==> src/rtl/uart_sample_arbiter.sv <==
// uart_sample_arbiter
// Shares one UART transmit path between NUM_CH 16-bit sample sources. Each
// channel has a one-deep holding register; pending channels are served
// round-robin and each sample goes out as a 3-byte packet
// (header {HDR_NIBBLE, 2'b00, ch}, sample low byte, sample high byte),
// handshaking byte-by-byte on the transmitter's busy flag.
//
// Ports
//   in_clk            clock, rising edge
//   in_rst_n          synchronous active-low reset
//   in_sample_valid   per-channel one-cycle sample strobe
//   in_samples        channel i sample at bits [16*i+15:16*i]
//   in_tx_busy        UART transmitter busy
//   in_clear_overrun  clears all overrun flags
//   out_uart_frame    byte presented to the transmitter (held until next start)
//   out_tx_start      one-cycle load strobe for the transmitter
//   out_overrun       sticky per-channel sample-dropped flags
//   out_busy          high whenever the packet FSM is not idle
module uart_sample_arbiter #(
    parameter int         NUM_CH       = 4,
    parameter logic [3:0] HDR_NIBBLE   = 4'hA,
    parameter int         BUSY_TIMEOUT = 15
) (
    input  logic                   in_clk,
    input  logic                   in_rst_n,
    input  logic [NUM_CH-1:0]      in_sample_valid,
    input  logic [16*NUM_CH-1:0]   in_samples,
    input  logic                   in_tx_busy,
    input  logic                   in_clear_overrun,
    output logic [7:0]             out_uart_frame,
    output logic                   out_tx_start,
    output logic [NUM_CH-1:0]      out_overrun,
    output logic                   out_busy
);

    typedef enum logic [1:0] {
        S_IDLE      = 2'd0,
        S_START     = 2'd1,
        S_WAIT_BUSY = 2'd2,
        S_WAIT_DONE = 2'd3
    } state_t;

    localparam logic [1:0] LAST_RST = 2'(NUM_CH - 1);
    localparam logic [7:0] TMO_MAX  = 8'(BUSY_TIMEOUT);

    state_t             state;
    state_t             state_nxt;
    logic [15:0]        hold [NUM_CH];
    logic [NUM_CH-1:0]  pending;
    logic [1:0]         last_ch;
    logic [15:0]        work_sample;
    logic [1:0]         work_ch;
    logic [1:0]         byte_idx;
    logic [7:0]         tmo_cnt;
    logic               grant_vld;
    logic [1:0]         grant_ch;
    logic [NUM_CH-1:0]  cap_vec;
    logic               capture;
    logic               start_fire;
    logic [7:0]         frame_nxt;

    // Channel reached by stepping 'off' places past 'base', wrapping at NUM_CH.
    function automatic logic [1:0] rr_idx(input logic [1:0] base, input int off);
        int t;
        t = int'(base) + off;
        if (t >= NUM_CH) t = t - NUM_CH;
        return 2'(t);
    endfunction

    function automatic logic [7:0] frame_byte(input logic [1:0] idx,
                                              input logic [1:0] ch,
                                              input logic [15:0] s);
        case (idx)
            2'd0:    return {HDR_NIBBLE, 2'b00, ch};
            2'd1:    return s[7:0];
            default: return s[15:8];
        endcase
    endfunction

    // Round-robin search: first pending channel after last_ch wins.
    always_comb begin
        grant_vld = 1'b0;
        grant_ch  = 2'd0;
        for (int j = 1; j <= NUM_CH; j++) begin
            if (!grant_vld && pending[rr_idx(last_ch, j)]) begin
                grant_vld = 1'b1;
                grant_ch  = rr_idx(last_ch, j);
            end
        end
    end

    // FSM: state register
    always_ff @(posedge in_clk) begin
        if (!in_rst_n) state <= S_IDLE;
        else           state <= state_nxt;
    end

    // FSM: next-state logic
    always_comb begin
        state_nxt = state;
        case (state)
            S_IDLE:      if (grant_vld) state_nxt = S_START;
            S_START:     if (!in_tx_busy) state_nxt = S_WAIT_BUSY;
            // A transmitter that never raises busy is assumed to have taken the byte.
            S_WAIT_BUSY: if (in_tx_busy || tmo_cnt == TMO_MAX) state_nxt = S_WAIT_DONE;
            S_WAIT_DONE: if (!in_tx_busy) state_nxt = (byte_idx < 2'd2) ? S_START : S_IDLE;
            default:     state_nxt = S_IDLE;
        endcase
    end

    // FSM: outputs / strobes
    always_comb begin
        capture    = (state == S_IDLE) && grant_vld;
        start_fire = (state == S_START) && !in_tx_busy;
        out_busy   = (state != S_IDLE);
        frame_nxt  = frame_byte(byte_idx, work_ch, work_sample);
        cap_vec    = '0;
        if (capture) cap_vec[grant_ch] = 1'b1;
    end

    // Control state: pointer, byte index, timeout, pending/overrun, UART outputs
    always_ff @(posedge in_clk) begin
        if (!in_rst_n) begin
            last_ch        <= LAST_RST;
            byte_idx       <= 2'd0;
            tmo_cnt        <= 8'd0;
            pending        <= '0;
            out_overrun    <= '0;
            out_tx_start   <= 1'b0;
            out_uart_frame <= 8'h00;
        end else begin
            out_tx_start <= start_fire;
            if (start_fire) out_uart_frame <= frame_nxt;

            if (capture) begin
                last_ch  <= grant_ch;
                byte_idx <= 2'd0;
            end else if (state == S_WAIT_DONE && !in_tx_busy && byte_idx < 2'd2) begin
                byte_idx <= byte_idx + 2'd1;
            end

            if (start_fire)                tmo_cnt <= 8'd0;
            else if (state == S_WAIT_BUSY) tmo_cnt <= tmo_cnt + 8'd1;

            for (int i = 0; i < NUM_CH; i++) begin
                // A strobe landing on the capture cycle refills the slot just emptied.
                if (cap_vec[i])              pending[i] <= in_sample_valid[i];
                else if (in_sample_valid[i]) pending[i] <= 1'b1;

                if (in_sample_valid[i] && pending[i] && !cap_vec[i]) out_overrun[i] <= 1'b1;
                else if (in_clear_overrun)                           out_overrun[i] <= 1'b0;
            end
        end
    end

    // Sample datapath: holding registers and the packet work register
    always_ff @(posedge in_clk) begin
        for (int i = 0; i < NUM_CH; i++) begin
            if (in_sample_valid[i] && (!pending[i] || cap_vec[i]))
                hold[i] <= in_samples[16*i +: 16];
        end
        if (capture) begin
            work_sample <= hold[grant_ch];
            work_ch     <= grant_ch;
        end
    end

endmodule

==> config.mk <==
export PLATFORM = sky130hd
export DESIGN_NAME = uart_sample_arbiter
export DESIGN_NICKNAME = d
export VERILOG_FILES = /design/src/rtl/uart_sample_arbiter.sv
export SDC_FILE = /design/constraint.sdc
export NUM_CORES = 1
export LEC_CHECK = 0
export BUFFER_PORTS_ARGS = -buffer_cell sky130_fd_sc_hd__buf_4
export CORE_MARGIN = 2
export CORE_UTILIZATION = 50
export DETAILED_ROUTE_END_ITERATION = 6
export HOLD_SLACK_MARGIN = 0.06
export PLACE_DENSITY = 0.76
export SKIP_LAST_GASP = 1
export SLEW_MARGIN = 15
export SYNTH_ARGS = -nofsm -noshare
export SYNTH_HDL_FRONTEND = slang
export SYNTH_SLANG_ARGS = --single-unit
==> constraint.sdc <==
create_clock -name in_clk -period 2.4 [get_ports in_clk]
set_input_delay 0.48 -clock in_clk [delete_from_list [all_inputs] [get_ports in_clk]]
set_output_delay 0.48 -clock in_clk [all_outputs]
set_load 0.03 [all_outputs]
==> out/summary.txt, run 1 <==
Final Max Tran Viols = 0
Commonest non-fill, non-tap cell in the layout = buf_4
Largest net degree at the start of global routing = 27
Grt total ovfl = 0
Synth warn = 0
Share of layout cells above drive strength 1 = 30.4%
Final WL = 9180 um
LEAKAGE = 2.41 nW
Row count = 34
Synthesis-to-finish area growth = 29.8%
Initial Utilization = 51.9%
DR vias/cell = 5.26
DRT met1 WL = 3800 um
Final Critical Period = 2130 ps
Status = complete, no violations
# setup viols final = 0
Final Cycle Share = 88.9%
Syn avg cell area = 14.3 um^2
Cell Area, Placed = 0.00534 mm^2
Critical Path AT = 2390 ps
DPL Wire Length = 6490 um
Max Clock Freq = 0.469 GHz
Antenna diode count = 0
Worst setup EP type = flop
First-pass GRT wire length = 14,900 um
Hold_ws = 133 ps
DR vias = 2,849
CTS Buf Count = 17
Worst vdd ir = 0.000721 V
Worst Path Required = 2660 ps
Placer Congestion = 0.805
Root buf cell = clkbuf_8
Maxcap violations = 0
Wire length on met3 = 375 um
Top routing layer used = met4
Setup crit start kind = flop
Die Area = 0.00993 mm^2
Worst Path Class, Setup = flop to flop
Top_reg_cell synth = edfxtp_1
Post-synthesis async set-or-reset flop share = 0%
DRC = 0
Post-route cell area = 0.00593 mm^2
Finished Core Util = 67.4%
Post-Syn Area = 0.00457 mm^2
First drt pass iteration count = 4
Hold buffer count at CTS = 0
Vias in the first global route = 2,998
Commonest cells after routing, fill and taps aside = buf_4 (94), edfxtp_1 (82), mux2i_1 (50)
Nets = 500
Normalized max-slew margin = 65.9%
Die Y = 99.6 um
Worst-Margin Slew = 512 ps
Max Clock Skew = 7.95 ps
Post-synth net total = 398
Port bufs = 85
Register area share after synthesis = 67.4%
Metal2 WL = 4840 um
Antenna violations before repair = 0
Die Wd = 99.6 um
Crit Path Max Fanout = 26
TritonCTS Sinks = 113
Routed WL per cell = 16.9 um
Setup bufs post-CTS = 0
Setup_tns = 0 ps
H-tree lvl count = 4
CTS clk-pin slew, worst paths = 60 ps
Antenna Nets Post-Route = 0
RSZ-0062 raised after global routing = false
Distinct cells, synth = 41
Hold WC Path Type = input pin to flop
Clock Tree Buf Depth = 2
Synth Register Bits = 113
Synth Instances = 319
Total Power = 6.40 mW
Power density of the placed cells = 1080 mW/mm^2
Fin. Hold Viols = 0
Placeable Area = 0.00881 mm^2
Drt first-iter violations = 84
Post-CTS Resized = 0
Post-synth EDFFs = 82
Worst-skew pair later-pin latency = 520 ps
I/O pins = 86
TritonCTS clock tree = built
Gr usage total = 20.4%
## stage by stage
step	worst slack (ps)	std cells
2_1_floorplan	265	319
3_3_place_gp	363	510
3_5_place_dp	290	510
4_1_cts	276	542
5_1_grt	145	542
6_report	268	542
## metal layers
metal / up-vias / global-route usage (%)
met2: 87 / 33.8
met3: 15 / 6.47
li1: 1387 / -
met4: 0 / 10.0
met1: 1360 / 24.0
met5: - / 0
## critical path, stage by stage, from the launching register on
cell and delay, ps:
dfxtp_1 380, nand2b_1 180, a21bo_2 150, and3_4 300, buf_4 440, mux2i_1 310
mux2i_1 100
## path summary, 6_finish.rpt
path / end / from / cells after the start / slack, ps
max: work_sample[3] / pending[3] / 6 / 270
min: hold[0][12] / in_samples[12] / 1 / 130
max reg2reg: work_sample[3] / pending[3] / 6 / 270
min reg2reg: out_uart_frame[5] / out_uart_frame[5] / 2 / 450
## state kept, by name (all words and copies together) (netlist names)
name            count
byte_idx            2
hold               64
last_ch             2
out_overrun         4
out_tx_start        1
out_uart_frame      8
pending             4
state               2
tmo_cnt             8
work_ch             2
work_sample        16
## area by class of cell
type | count | area, um^2
repair buffers | 95 | 726
flip-flops and latches | 113 | 3080
clock inverters | 14 | 181
inverters | 11 | 41.3
clock buffers | 18 | 418
fillers | 605 | 2870
multi-input cells | 183 | 1350
well taps | 108 | 135
## synthesized netlist by cell type, drive strengths merged (3+ instances only)
| library cell | number | share of area, % |
|---|---|---|
| edfxtp | 82 | 54 |
| mux2i | 50 | 11 |
| dfxtp | 31 | 14 |
| nand2 | 23 | 1.9 |
| o21ai | 16 | 1.8 |
| nor2 | 12 | 0.99 |
| a21oi | 11 | 1.2 |
| inv | 11 | 0.90 |
| ha | 7 | 1.9 |
| buf | 6 | 2.1 |
| clkbuf | 6 | 0.49 |
| nand3b | 6 | 0.99 |
| nor3b | 6 | 0.99 |
| and2 | 4 | 0.55 |
| nor2b | 4 | 0.55 |
| xor2 | 4 | 0.77 |
| a21boi | 3 | 0.49 |
| nand2b | 3 | 0.41 |
| nand3 | 3 | 0.33 |
| nand4 | 3 | 0.41 |
| o2111ai | 3 | 0.57 |
| or2b | 3 | 0.49 |
## logic make-up (layout without fill, tap and decap cells)
group | count (synthesis) | count (layout) | synth area share (%)
flops | 113 | 113 | 67.4
simple gates | 75 | 75 | 8.98
mux | 50 | 50 | 10.9
compound gates | 45 | 45 | 6.10
buf+inv | 23 | 138 | 3.48
fa+ha+maj | 7 | 7 | 1.92
xor+xnor | 6 | 6 | 1.15
## where the power goes
part	internal [mW]	total, mW	switching (mW)
Combinational	0.536	1.23	0.693
Sequential	2.52	2.68	0.153
Clock	1.59	2.49	0.898
(Power assumes the default switching activity.)
==> run 2, diff against run 1 <==
--- a/config.mk
+++ b/config.mk
@@ -6,7 +6,6 @@
 export NUM_CORES = 1
 export LEC_CHECK = 0
 export BUFFER_PORTS_ARGS = -buffer_cell sky130_fd_sc_hd__buf_4
-export CORE_MARGIN = 2
 export CORE_UTILIZATION = 50
 export DETAILED_ROUTE_END_ITERATION = 6
 export HOLD_SLACK_MARGIN = 0.06
==> run 2 against run 1 <==
The flow now finishes with violations (design-rule violations). Die area decreased by 4.0%. Power decreased by 0.34%. Clock skew about the same. Sequential share of layout area increased by 0.19 points. Combinational power about the same. Flip-flop and latch count unchanged. Clock power about the same. Critical path depth increased by 1. Final cell count decreased by 0.18%. Design area decreased by 0.36%. Highest routed layer unchanged.
==> out/summary.txt, run 2 (synthesis gave the netlist of run 1 again) <==
Max Clock Freq = 0.469 GHz (about the same)
Die Wd = 97.6 um (was 99.6 um)
Setup WS post-layout = 267 ps (was 268 ps)
Antenna diode count = 0 (unchanged)
Worst vdd ir = 0.000764 V (was 0.000721 V)
Normalized max-slew margin = 53.4% (was 65.9%)
Drt first-iter violations = 109 (was 84)
Placeable Area = 0.00881 mm^2 (unchanged)
Setup bufs post-CTS = 0 (unchanged)
Hold buffer count at CTS = 0 (unchanged)
Nets = 499 (was 500)
Gr usage total = 20.1% (was 20.4%)
I/O pins = 86 (unchanged)
Synthesis-to-finish area growth = 29.3% (was 29.8%)
Row count = 34 (unchanged)
Largest regs = hold x64, work_sample x16 (unchanged)
Register with the most flip-flops = hold (unchanged)
Grt total ovfl = 0 (unchanged)
Crit Path Max Fanout = 16 (was 26)
Antenna Nets Post-Route = 0 (unchanged)
Commonest cells after routing, fill and taps aside = buf_4 (94), edfxtp_1 (82), mux2i_1 (50) (unchanged)
Worst-Margin Slew = 699 ps (was 512 ps)
Post-CTS Resized = 0 (unchanged)
H-tree lvl count = 4 (unchanged)
Die Area = 0.00953 mm^2 (was 0.00993 mm^2)
CTS Buf Count = 17 (unchanged)
Maxcap violations = 0 (unchanged)
Max Clock Skew = 8.06 ps (was 7.95 ps)
Initial Utilization = 51.9% (unchanged)
Fin. Hold Viols = 0 (unchanged)
TritonCTS clock tree = built (unchanged)
Final Critical Period = 2130 ps (about the same)
Power density of the placed cells = 1080 mW/mm^2 (about the same)
Placer Congestion = 0.764 (was 0.805)
Failing checks = design-rule violations
Root buf cell = clkbuf_8 (unchanged)
Die Y = 97.6 um (was 99.6 um)
Share of layout cells above drive strength 1 = 30.3% (was 30.4%)
Hold WC Path Type = input pin to flop (unchanged)
Hold_ws = 143 ps (was 133 ps)
TritonCTS Sinks = 113 (unchanged)
Worst Path Required = 2610 ps (was 2660 ps)
DRC = 5 (was 0)
Final Max Tran Viols = 0 (unchanged)
Vias in the first global route = 3,003 (was 2,998)
Largest net degree at the start of global routing = 24 (was 27)
CTS clk-pin slew, worst paths = 60 ps (about the same)
Worst setup EP type = flop (unchanged)
DR vias/cell = 5.30 (was 5.26)
Final Cycle Share = 88.9% (about the same)
First drt pass iteration count = 7 (was 4)
Pre-CTS setup slack = 260 ps (was 290 ps)
Worst-skew pair later-pin latency = 510 ps (was 520 ps)
Setup crit start kind = flop (unchanged)
First-pass GRT wire length = 14,200 um (was 14,900 um)
Worst Path Class, Setup = flop to flop (unchanged)
LEAKAGE = 2.40 nW (was 2.41 nW)
Final WL = 8970 um (was 9180 um)
Critical Path AT = 2340 ps (was 2390 ps)
Setup_tns = 0 ps (unchanged)
RSZ-0062 raised after global routing = false (unchanged)
# setup viols final = 0 (unchanged)
DPL Wire Length = 6130 um (was 6490 um)
Routed WL per cell = 16.6 um (was 16.9 um)
Antenna violations before repair = 0 (unchanged)
DR vias = 2,867 (was 2,849)
Commonest non-fill, non-tap cell in the layout = buf_4 (unchanged)
Port bufs = 85 (unchanged)
Clock Tree Buf Depth = 2 (unchanged)
Status = complete, but fails checks (was complete, no violations)
Max reg flops = 64 (unchanged)
## run 2: worst max-delay path: stages, from the launching register on
cell and delay (ps):
dfxtp_1 360, nand2b_1 190, a21bo_2 150, and3_4 330, inv_1 140, o21ai_0 260, and2_1 190, buf_4 200
## run 2: area by class of cell
cell class / instances / area [um^2]
fillers: 600 / 2890
well taps: 108 / 135
repair buffers: 94 / 706
flip-flops and latches: 113 / 3080
multi-input cells: 183 / 1350
clock buffers: 18 / 418
clock inverters: 14 / 180
inverters: 11 / 41.3
## run 2: path summary, 6_finish.rpt
check                    start           endpoint  slack (ps)  cells after the start
max                 last_ch[0]        hold[0][14]         270                      7
max reg2reg         last_ch[0]        hold[0][14]         270                      7
min reg2reg  out_uart_frame[3]  out_uart_frame[3]         450                      2
min             in_samples[33]         hold[2][1]         140                      1
## run 2: metal layers
metal,vias to the layer above,GRT usage (%),wire length (um)
li1,1380,-,-
met1,1394,22.8,3680
met2,82,34.9,4760
met3,11,6.19,404
met4,0,9.09,115
met5,-,0,0
## run 2: metrics by stage
step	utilization (%)	total power [mW]	instances	cell area, um^2
final	67.1	6.38	541	5910
after global routing	67.1	6.63	541	5910
after CTS	67.1	6.43	541	5910
after detailed placement	60.4	3.92	509	5320
after global placement	60.4	3.87	509	5320
after floorplan	-	3.59	319	4570
## run 2: report_power, final
part	internal (mW)	total (mW)	switching (mW)
Clock	1.60	2.50	0.906
Combinational	0.518	1.20	0.683
Sequential	2.52	2.67	0.148
==> run 3, diff against run 2 <==
--- a/config.mk
+++ b/config.mk
@@ -10,6 +10,7 @@
 export DETAILED_ROUTE_END_ITERATION = 6
 export HOLD_SLACK_MARGIN = 0.06
 export PLACE_DENSITY = 0.76
+export RECOVER_POWER = 50
 export SKIP_LAST_GASP = 1
 export SLEW_MARGIN = 15
 export SYNTH_ARGS = -nofsm -noshare
==> run 3 against run 2 <==
The run still ends with design-rule violations left. Design area down 0.93%. Count of clock-buffer cells in the layout stayed put. Die area did not move. Flip-flop and latch count did not move. Via count decreased by 1.0%. Combinational power barely moved. Power is 0.56% lower. Sequential share of layout area grew 0.49 points. Clock power about the same. Sequential power barely moved. Clock skew about the same. Worst hold slack better by 24 ps. Critical endpoint is now hold[3][4]. Largest cell class unchanged.
==> out/summary.txt, run 3 (synthesis gave the netlist of run 1 again) <==
Final WL = 8920 um (was 8970 um)
Die Wd = 97.6 um (unchanged)
Largest regs = hold x64, work_sample x16 (unchanged)
TritonCTS clock tree = built (unchanged)
Worst Path Required = 2590 ps (was 2610 ps)
Routed WL per cell = 16.5 um (was 16.6 um)
# setup viols final = 0 (unchanged)
Antenna Nets Post-Route = 0 (unchanged)
DPL Wire Length = 6130 um (unchanged)
Placer Congestion = 0.764 (unchanged)
Failing checks = design-rule violations (unchanged)
Die Y = 97.6 um (unchanged)
Max Clock Freq = 0.464 GHz (was 0.469 GHz)
Post-CTS Resized = 0 (unchanged)
Root buf cell = clkbuf_8 (unchanged)
Final Critical Period = 2160 ps (was 2130 ps)
Vias in the first global route = 3,003 (unchanged)
Row count = 34 (unchanged)
Hold buffer count at CTS = 0 (unchanged)
Final Max Tran Viols = 0 (unchanged)
Worst setup EP type = flop (unchanged)
Combinational share of power = 18.4% (was 18.8%)
Crit Path Max Fanout = 16 (unchanged)
H-tree lvl count = 4 (unchanged)
Power density of the placed cells = 1080 mW/mm^2 (about the same)
CTS Buf Count = 17 (unchanged)
Critical Path AT = 2350 ps (was 2340 ps)
Setup_tns = 0 ps (unchanged)
Hold WC Path Type = input pin to flop (unchanged)
Placeable Area = 0.00881 mm^2 (unchanged)
Commonest non-fill, non-tap cell in the layout = edfxtp_1 (was buf_4)
P_sw = 1.73 mW (was 1.74 mW)
Worst vdd ir = 0.000763 V (was 0.000764 V)
Fin. Hold Viols = 0 (unchanged)
Drt first-iter violations = 112 (was 109)
Max reg flops = 64 (unchanged)
Clock Tree Buf Depth = 2 (unchanged)
Maxcap violations = 0 (unchanged)
Normalized max-slew margin = 53.7% (was 53.4%)
Register with the most flip-flops = hold (unchanged)
RSZ-0062 raised after global routing = false (unchanged)
Port bufs = 85 (unchanged)
DRC = 5 (unchanged)
Setup crit start kind = flop (unchanged)
Status = complete, but fails checks (unchanged)
Antenna violations before repair = 0 (unchanged)
Largest net degree at the start of global routing = 24 (unchanged)
Setup bufs post-CTS = 0 (unchanged)
P_int = 4.61 mW (was 4.64 mW)
DR vias/cell = 5.25 (was 5.30)
Share of power burned in the clock network = 39.4% (was 39.2%)
First-pass GRT wire length = 14,200 um (unchanged)
Commonest cells after routing, fill and taps aside = edfxtp_1 (82), clkbuf_4 (64), mux2i_1 (50) (was buf_4 (94), edfxtp_1 (82), mux2i_1 (50))
TritonCTS Sinks = 113 (unchanged)
CTS clk-pin slew, worst paths = 60 ps (about the same)
I/O pins = 86 (unchanged)
Max Clock Skew = 8.48 ps (was 8.06 ps)
Nets = 499 (unchanged)
First drt pass iteration count = 6 (was 7)
Total Power = 6.34 mW (was 6.38 mW)
LEAKAGE = 2.33 nW (was 2.40 nW)
DR vias = 2,838 (was 2,867)
Sequential Power Share = 42.2% (was 41.9%)
Worst Path Class, Setup = flop to flop (unchanged)
Gr usage total = 20.1% (unchanged)
Worst-skew pair later-pin latency = 510 ps (about the same)
Switching Fraction = 27.3% (about the same)
Synthesis-to-finish area growth = 28.1% (was 29.3%)
Grt total ovfl = 0 (unchanged)
Share of layout cells above drive strength 1 = 26.8% (was 30.3%)
Worst-Margin Slew = 693 ps (was 699 ps)
Antenna diode count = 0 (unchanged)
Final Cycle Share = 89.8% (was 88.9%)
Die Area = 0.00953 mm^2 (unchanged)
Initial Utilization = 51.9% (unchanged)
run 3: cell types whose count changed in the layout (fill, tap and decap cells not counted):
| cell | change |
|---|---|
| a21boi_0 | +1 |
| a21boi_1 | -1 |
| buf_4 | -78 |
| clkbuf_1 | +14 |
| clkbuf_4 | +64 |
| nand2_1 | +1 |
| nand2_2 | -1 |
run 3: power groups by stage:
stage               Clock (mW)  Combinational (mW)  Sequential (mW)
floorplan                    0               0.898             2.69
global placement             0                1.17             2.70
detailed placement           0                1.20             2.71
CTS                       2.54                1.21             2.68
global route              2.62                1.28             2.70
finish                    2.50                1.17             2.67
run 3: worst max-delay path, stage by stage, from the launching register on:
cell and delay [ps]:
dfxtp_1 370, or2_0 280, a311oi_4 350, nand2_1 190
o21ai_0 240, and2_1 150, buf_4 260
run 3: metal layers:
metal	GRT usage, %	share of wire, %
met1	22.8	42
met2	34.9	53
met3	6.19	4.0
met4	9.09	1.3
met5	0	0
run 3: area by class of cell:
class	count	area [um^2]
Multi-Input combinational cell	183	1350
Clock inverter	14	180
Inverter	11	41.3
Timing Repair Buffer	94	653
Fill cell	620	2950
Clock buffer	18	418
Sequential cell	113	3080
Tap cell	108	135
run 3: path summary, 6_finish.rpt:
check | start | endpoint | slack, ps | cells past startpoint
setup / recovery | pending[1] | hold[3][4] | 240 | 6
hold / removal | in_samples[60] | hold[3][12] | 170 | 1
setup reg to reg | pending[1] | hold[3][4] | 240 | 6
hold reg to reg | out_uart_frame[3] | out_uart_frame[3] | 460 | 2
run 3: metrics by stage:
step | util, % | setup WS (ps) | hold slack, ps | cell area (um^2) | instances
2_1_floorplan | - | 265 | 458 | 4570 | 319
3_3_place_gp | 60.4 | 332 | 437 | 5320 | 509
3_5_place_dp | 60.4 | 260 | 446 | 5320 | 509
4_1_cts | 67.1 | 263 | 120 | 5910 | 541
5_1_grt | 66.5 | 148 | 136 | 5860 | 541
6_report | 66.5 | 244 | 167 | 5860 | 541
